[src/rtl/fc1_bias_relu_stream.sv]
// Captures the FC1 result vector, adds a per-neuron bias from BRAM, clamps to [0, max positive]
// and streams one element per valid/ready handshake to the FC2 input stage.
module fc1_bias_relu_stream #(
  parameter int DATA_WIDTH = 16,
  parameter int OUTPUT_MAP = 120,
  parameter int ADDR_WIDTH = 7
) (
  input  logic                             clk,
  input  logic                             rst,
  input  logic                             fc_done,
  input  logic [OUTPUT_MAP*DATA_WIDTH-1:0] in,
  output logic                             in_ready,
  output logic [ADDR_WIDTH-1:0]            bias_read_addr,
  output logic                             bias_read_en,
  input  logic [DATA_WIDTH-1:0]            bias_data,
  output logic [DATA_WIDTH-1:0]            out_data,
  output logic                             out_valid,
  input  logic                             out_ready,
  output logic                             out_last,
  output logic                             done
);

  typedef enum logic [2:0] {
    ST_IDLE  = 3'd0,
    ST_FETCH = 3'd1,
    ST_WAIT  = 3'd2,
    ST_EMIT  = 3'd3,
    ST_DONE  = 3'd4
  } state_t;

  localparam logic [ADDR_WIDTH-1:0] LAST_IDX = ADDR_WIDTH'(OUTPUT_MAP - 1);
  localparam logic [ADDR_WIDTH-1:0] IDX_ONE  = ADDR_WIDTH'(1);
  localparam logic [ADDR_WIDTH-1:0] IDX_ZERO = ADDR_WIDTH'(0);

  state_t                          state_r;
  state_t                          state_next_s;
  logic [ADDR_WIDTH-1:0]           idx_r;
  logic [OUTPUT_MAP*DATA_WIDTH-1:0] vec_r;
  logic [DATA_WIDTH-1:0]           elem_s;
  logic                            accept_s;
  logic                            is_last_s;

  // Sum in one extra bit so the sign of the true sum is never lost before clamping.
  function automatic logic [DATA_WIDTH-1:0] bias_relu(
    input logic [DATA_WIDTH-1:0] x,
    input logic [DATA_WIDTH-1:0] b
  );
    logic [DATA_WIDTH:0]   sum_v;
    logic [DATA_WIDTH-1:0] res_v;
    sum_v = {x[DATA_WIDTH-1], x} + {b[DATA_WIDTH-1], b};
    if (sum_v[DATA_WIDTH]) begin
      res_v = {DATA_WIDTH{1'b0}};
    end else if (sum_v[DATA_WIDTH-1]) begin
      res_v = {1'b0, {(DATA_WIDTH-1){1'b1}}};
    end else begin
      res_v = sum_v[DATA_WIDTH-1:0];
    end
    return res_v;
  endfunction

  assign elem_s    = vec_r[idx_r*DATA_WIDTH +: DATA_WIDTH];
  assign accept_s  = (state_r == ST_EMIT) && out_valid && out_ready;
  assign is_last_s = (idx_r == LAST_IDX);
  assign in_ready  = (state_r == ST_IDLE) && !rst;

  // State register.
  always_ff @(posedge clk) begin
    if (rst) begin
      state_r <= ST_IDLE;
    end else begin
      state_r <= state_next_s;
    end
  end

  // Next-state decode.
  always_comb begin
    state_next_s = state_r;
    case (state_r)
      ST_IDLE: begin
        if (fc_done) begin
          state_next_s = ST_FETCH;
        end else begin
          state_next_s = ST_IDLE;
        end
      end
      ST_FETCH: state_next_s = ST_WAIT;
      ST_WAIT:  state_next_s = ST_EMIT;
      ST_EMIT: begin
        if (accept_s && is_last_s) begin
          state_next_s = ST_DONE;
        end else if (accept_s) begin
          state_next_s = ST_FETCH;
        end else begin
          state_next_s = ST_EMIT;
        end
      end
      ST_DONE: state_next_s = ST_IDLE;
      default: state_next_s = ST_IDLE;
    endcase
  end

  // Datapath: vector capture, bias fetch, output register and completion pulse.
  always_ff @(posedge clk) begin
    if (rst) begin
      idx_r          <= IDX_ZERO;
      bias_read_en   <= 1'b0;
      bias_read_addr <= IDX_ZERO;
      out_data       <= {DATA_WIDTH{1'b0}};
      out_valid      <= 1'b0;
      out_last       <= 1'b0;
      done           <= 1'b0;
    end else begin
      bias_read_en <= 1'b0;
      done         <= 1'b0;
      case (state_r)
        ST_IDLE: begin
          if (fc_done) begin
            vec_r          <= in;
            idx_r          <= IDX_ZERO;
            bias_read_en   <= 1'b1;
            bias_read_addr <= IDX_ZERO;
          end
        end
        ST_WAIT: begin
          out_data  <= bias_relu(elem_s, bias_data);
          out_valid <= 1'b1;
          out_last  <= is_last_s;
        end
        ST_EMIT: begin
          if (accept_s) begin
            out_valid <= 1'b0;
            out_last  <= 1'b0;
            if (is_last_s) begin
              done <= 1'b1;
            end else begin
              idx_r          <= idx_r + IDX_ONE;
              bias_read_en   <= 1'b1;
              bias_read_addr <= idx_r + IDX_ONE;
            end
          end
        end
        default: begin
        end
      endcase
    end
  end

endmodule

[config.mk]
export PLATFORM = sky130hd
export DESIGN_NAME = fc1_bias_relu_stream
export DESIGN_NICKNAME = d
export VERILOG_FILES = /design/src/rtl/fc1_bias_relu_stream.sv
export SDC_FILE = /design/constraint.sdc
export NUM_CORES = 2
export LEC_CHECK = 0
export CORE_AREA = 4 4 755 757
export CTS_CLUSTER_DIAMETER = 200
export DETAILED_ROUTE_END_ITERATION = 16
export DIE_AREA = 0 0 759 761
export GPL_TIMING_DRIVEN = 0
export PLACE_DENSITY = 0.3
export SYNTH_ARGS = -nofsm -noshare
export SYNTH_HDL_FRONTEND = slang
export SYNTH_SLANG_ARGS = --single-unit
[constraint.sdc]
create_clock -name clk -period 77.2 [get_ports clk]
set_input_delay 15.44 -clock clk [delete_from_list [all_inputs] [get_ports clk]]
set_output_delay 15.44 -clock clk [all_outputs]
set_load 0.05 [all_outputs]
==> results_dict.tcl <==
set metrics [dict create \
    fp.dieW_um 759 \
    clock_pin_transition_on_the_worst_setup_and_hold_timing_paths_ns 0.05 \
    cp_cell_sequence "clkdlybuf4s50_1 -> clkbuf_1 -> nor4_1 -> clkdlybuf4s50_1" \
    final-hold-violation-count 0 \
    timing.hold.worst.class "register to register" \
    final.fill_count 59700 \
    max_slew_margin_pct -1.64 \
    grt_pass1_wl_um 631000 \
    post_route_cells_drive_above_1_share_pct 20.1 \
    cellLeakagePower_nw 35.7 \
    routability_congestion_estimate_from_global_placement 0.776 \
    critical_path_end_type "output port" \
    post_synth_main_area_contributors "sky130_fd_sc_hd__edfxtp_1 (77%), sky130_fd_sc_hd__mux4_2 (15%), sky130_fd_sc_hd__mux2i_1 (1.2%)" \
    initial_core_util_pct 13.3 \
    ctsHtreeMaxLevel 5 \
    synth-async-reset-ratio_pct 0 \
    worstRegToRegCells 18 \
    timing.critical_path.from "rst" \
    status "complete, but fails checks" \
    fp.dieArea_um2 578000 \
    tritoncts_clock_tree "yes" \
    crit_required_ns 61.76 \
    grt.total_usage_pct 17.4 \
    drtPass1Iterations 5 \
    cts-hold-fix-buffers 0 \
    syn-instance-count 3279 \
    synth_largest_area_cell "sky130_fd_sc_hd__edfxtp_1" \
    postRouteWirelength_um 521000 \
    final_net_count 7566 \
    ys_seq_elements 1949 \
    cts-root-to-sink-buffers 4 \
    max_capacitance_violation_total 0 \
    routed-via-count 47400 \
    grt_setup_unrepaired "false" \
    area_growth_pct 53.2 \
    grt_pass1_vias 49700 \
    cpPeakStageDelay_ns 1.20 \
    master_cell_of_the_clock_root_buffer "sky130_fd_sc_hd__clkbuf_16" \
    worstSetupPathType "input pin to output port" \
    dr.first_iter.drc_count 4079 \
    setup-tns-final_ns 0 \
    crit_arrival_ns 17.76 \
    antenna_found_initial 610 \
    worst_supply_voltage_drop_on_vdd_mv 0.0166 \
    layout_worst_path_cycle_share_pct 43.0 \
    timing.critical_path.slowest_stage_cell "sky130_fd_sc_hd__clkdlybuf4s50_1" \
    ys_dominant_reg_cell "sky130_fd_sc_hd__edfxtp_1" \
    worst_setup_path_endpoint "in_ready" \
    drc_errors 0 \
    syn-num-nets 5237 \
    syn_area_per_cell_um2 22.9 \
    boundaryPins 1968 \
    violated_checks "slew limit" \
    die_h_um 761 \
    grt-ovfl-total 0 \
    final.setup_skew_ns 0.0479 \
    routedWlPerCell_um 38.8 \
    reg2reg_slack_ns 67.75 \
    fmax_ghz 0.0301 \
    dp_cells 12800 \
    port-buffer-count 1966 \
    cts_num_sinks 1949 \
    max_slew.worst_pin.slew_ns 1.52 \
    worstPathMaxFanout 10 \
    core_area_um2 564000 \
    avgViaCountPerCell 3.52 \
    num_rows 276 \
    number_of_synthesized_flops_with_an_enable_pin 1920 \
    critPathLaunchType "input pin" \
    grt_max_degree 73 \
    hpwlAfterDp_um 432000 \
    post-synth-top-area-fraction_pct 76.9 \
    post_route_ant_nets 0 \
    power_density_nw_per_um2 23.2 \
    final-setup-viol-count 0 \
    total_power_mw 2.67 \
    synthesis.area_um2 75000 \
    finalMaxSlewViolations 1 \
    most_instantiated_library_cell_after_synthesis "sky130_fd_sc_hd__edfxtp_1" \
    synth.yosys.seq_area_share_pct 77.7 \
    r2r-start "idx_r[1]$_SDFFE_PP0P_" \
    cts-buffers-inserted 269 \
    cts_post_setup_buffers_inserted 0 \
    post-route-min-period_ns 33.20 \
    critPathMostFrequentCell "sky130_fd_sc_hd__clkdlybuf4s50_1" \
    layoutNonFillerInstCount 13400 \
    synth_warnings 0 \
    synth.distinct_cells 65 \
    clkLatencyLatePin_ns 0.93 \
    ys_top_cells_by_count "sky130_fd_sc_hd__edfxtp_1 (1920), sky130_fd_sc_hd__mux4_2 (514), sky130_fd_sc_hd__mux2i_1 (91)" \
    cts-resized-gates 0 \
    worst_r2r_endpoint "out_data[10]$_SDFFE_PP0P_" \
]
==> layer usage <==
| layer | vias up | share of wire (%) | track usage (%) |
|---|---|---|---|
| met1 | 24300 | 39 | 20.3 |
| met5 | - | 0.41 | 0 |
| met4 | 346 | 2.1 | 2.79 |
| li1 | 18900 | - | - |
| met2 | 2698 | 50 | 30.9 |
| met3 | 1090 | 8.5 | 6.44 |
==> critical path: cells and delay by family <==
family / cells / cell delay, ns
buffers and inverters: 3 / 1.90
AND/OR/NAND/NOR: 1 / 0.36
==> worst min path at each step <==
stage	to	slack (ns)	depth (start not counted)	startpoint
4_1_cts	out_data[4]$_SDFFE_PP0P_	0.47	2	out_data[4]$_SDFFE_PP0P_
6_report	out_data[8]$_SDFFE_PP0P_	0.47	2	out_data[8]$_SDFFE_PP0P_
5_1_grt	out_data[1]$_SDFFE_PP0P_	0.49	2	out_data[1]$_SDFFE_PP0P_
3_5_place_dp	out_data[4]$_SDFFE_PP0P_	0.46	2	out_data[4]$_SDFFE_PP0P_
3_3_place_gp	out_data[14]$_SDFFE_PP0P_	0.46	2	out_data[14]$_SDFFE_PP0P_
2_1_floorplan	state_r[0]$_SDFF_PP0_	0.54	2	state_r[2]$_SDFF_PP0_
==> cell families (layout without fill, tap and decap cells) <==
family	count (synthesis)	count (layout)	share of synthesized area (%)
buf+inv	176	2700	1.23
simple gates	256	256	1.61
fa+ha+maj	18	18	0.310
mux	625	625	17.0
flops	1949	1949	77.7
compound gates	238	238	2.05
xor+xnor	16	16	0.187
other cells	1	136	0.00500
==> final cells by class <==
| cell class | count | area [µm²] | area share (%) |
|---|---|---|---|
| Sequential cell | 1949 | 58200 | 50.7 |
| Antenna cell | 135 | 338 | 0.294 |
| Inverter | 8 | 30.0 | 0.0261 |
| Clock inverter | 128 | 1220 | 1.06 |
| Buffer | 168 | 957 | 0.833 |
| Multi-Input combinational cell | 1154 | 16000 | 13.9 |
| Tap cell | 7506 | 9390 | 8.18 |
| Clock buffer | 338 | 7150 | 6.22 |
| Timing Repair Buffer | 2058 | 21600 | 18.8 |
==> placed cells by master, fill, tap and decap left out, types with 40 or more instances in the layout <==
| cell type | n |
|---|---|
| sky130_fd_sc_hd__a21oi_1 | 57 |
| sky130_fd_sc_hd__buf_2 | 66 |
| sky130_fd_sc_hd__buf_4 | 42 |
| sky130_fd_sc_hd__clkbuf_1 | 79 |
| sky130_fd_sc_hd__clkbuf_16 | 276 |
| sky130_fd_sc_hd__clkdlybuf4s50_1 | 1966 |
| sky130_fd_sc_hd__clkinv_1 | 46 |
| sky130_fd_sc_hd__clkinv_2 | 40 |
| sky130_fd_sc_hd__diode_2 | 135 |
| sky130_fd_sc_hd__edfxtp_1 | 1920 |
| sky130_fd_sc_hd__mux2i_1 | 84 |
| sky130_fd_sc_hd__mux4_2 | 514 |
| sky130_fd_sc_hd__nand2_1 | 74 |
| sky130_fd_sc_hd__nor2_1 | 67 |
| sky130_fd_sc_hd__o21ai_0 | 63 |
==> flip-flops by register name, indices dropped and copies added (netlist names) <==
register,cells
bias_read_en,1
vec_r,1920
done,1
out_data,15
out_valid,1
idx_r,7
out_last,1
state_r,3
==> power by group <==
part           total [mW]  internal, mW  switching, mW
logic               0.213         0.120         0.0924
registers            1.24          1.22         0.0162
clock network        1.22         0.697          0.520
==> stage by stage <==
stage	utilization (%)	setup slack (ns)	area, µm²	hold WS (ns)
final	20.4	44.00	115000	0.466
after floorplan	-	14.52	75000	0.544
after detailed placement	18.8	43.89	106000	0.457
after global placement	18.5	-8.52	104000	0.458
after CTS	20.3	43.88	115000	0.471
after global routing	20.3	43.85	115000	0.492
Power figures use the tool's default switching activity.
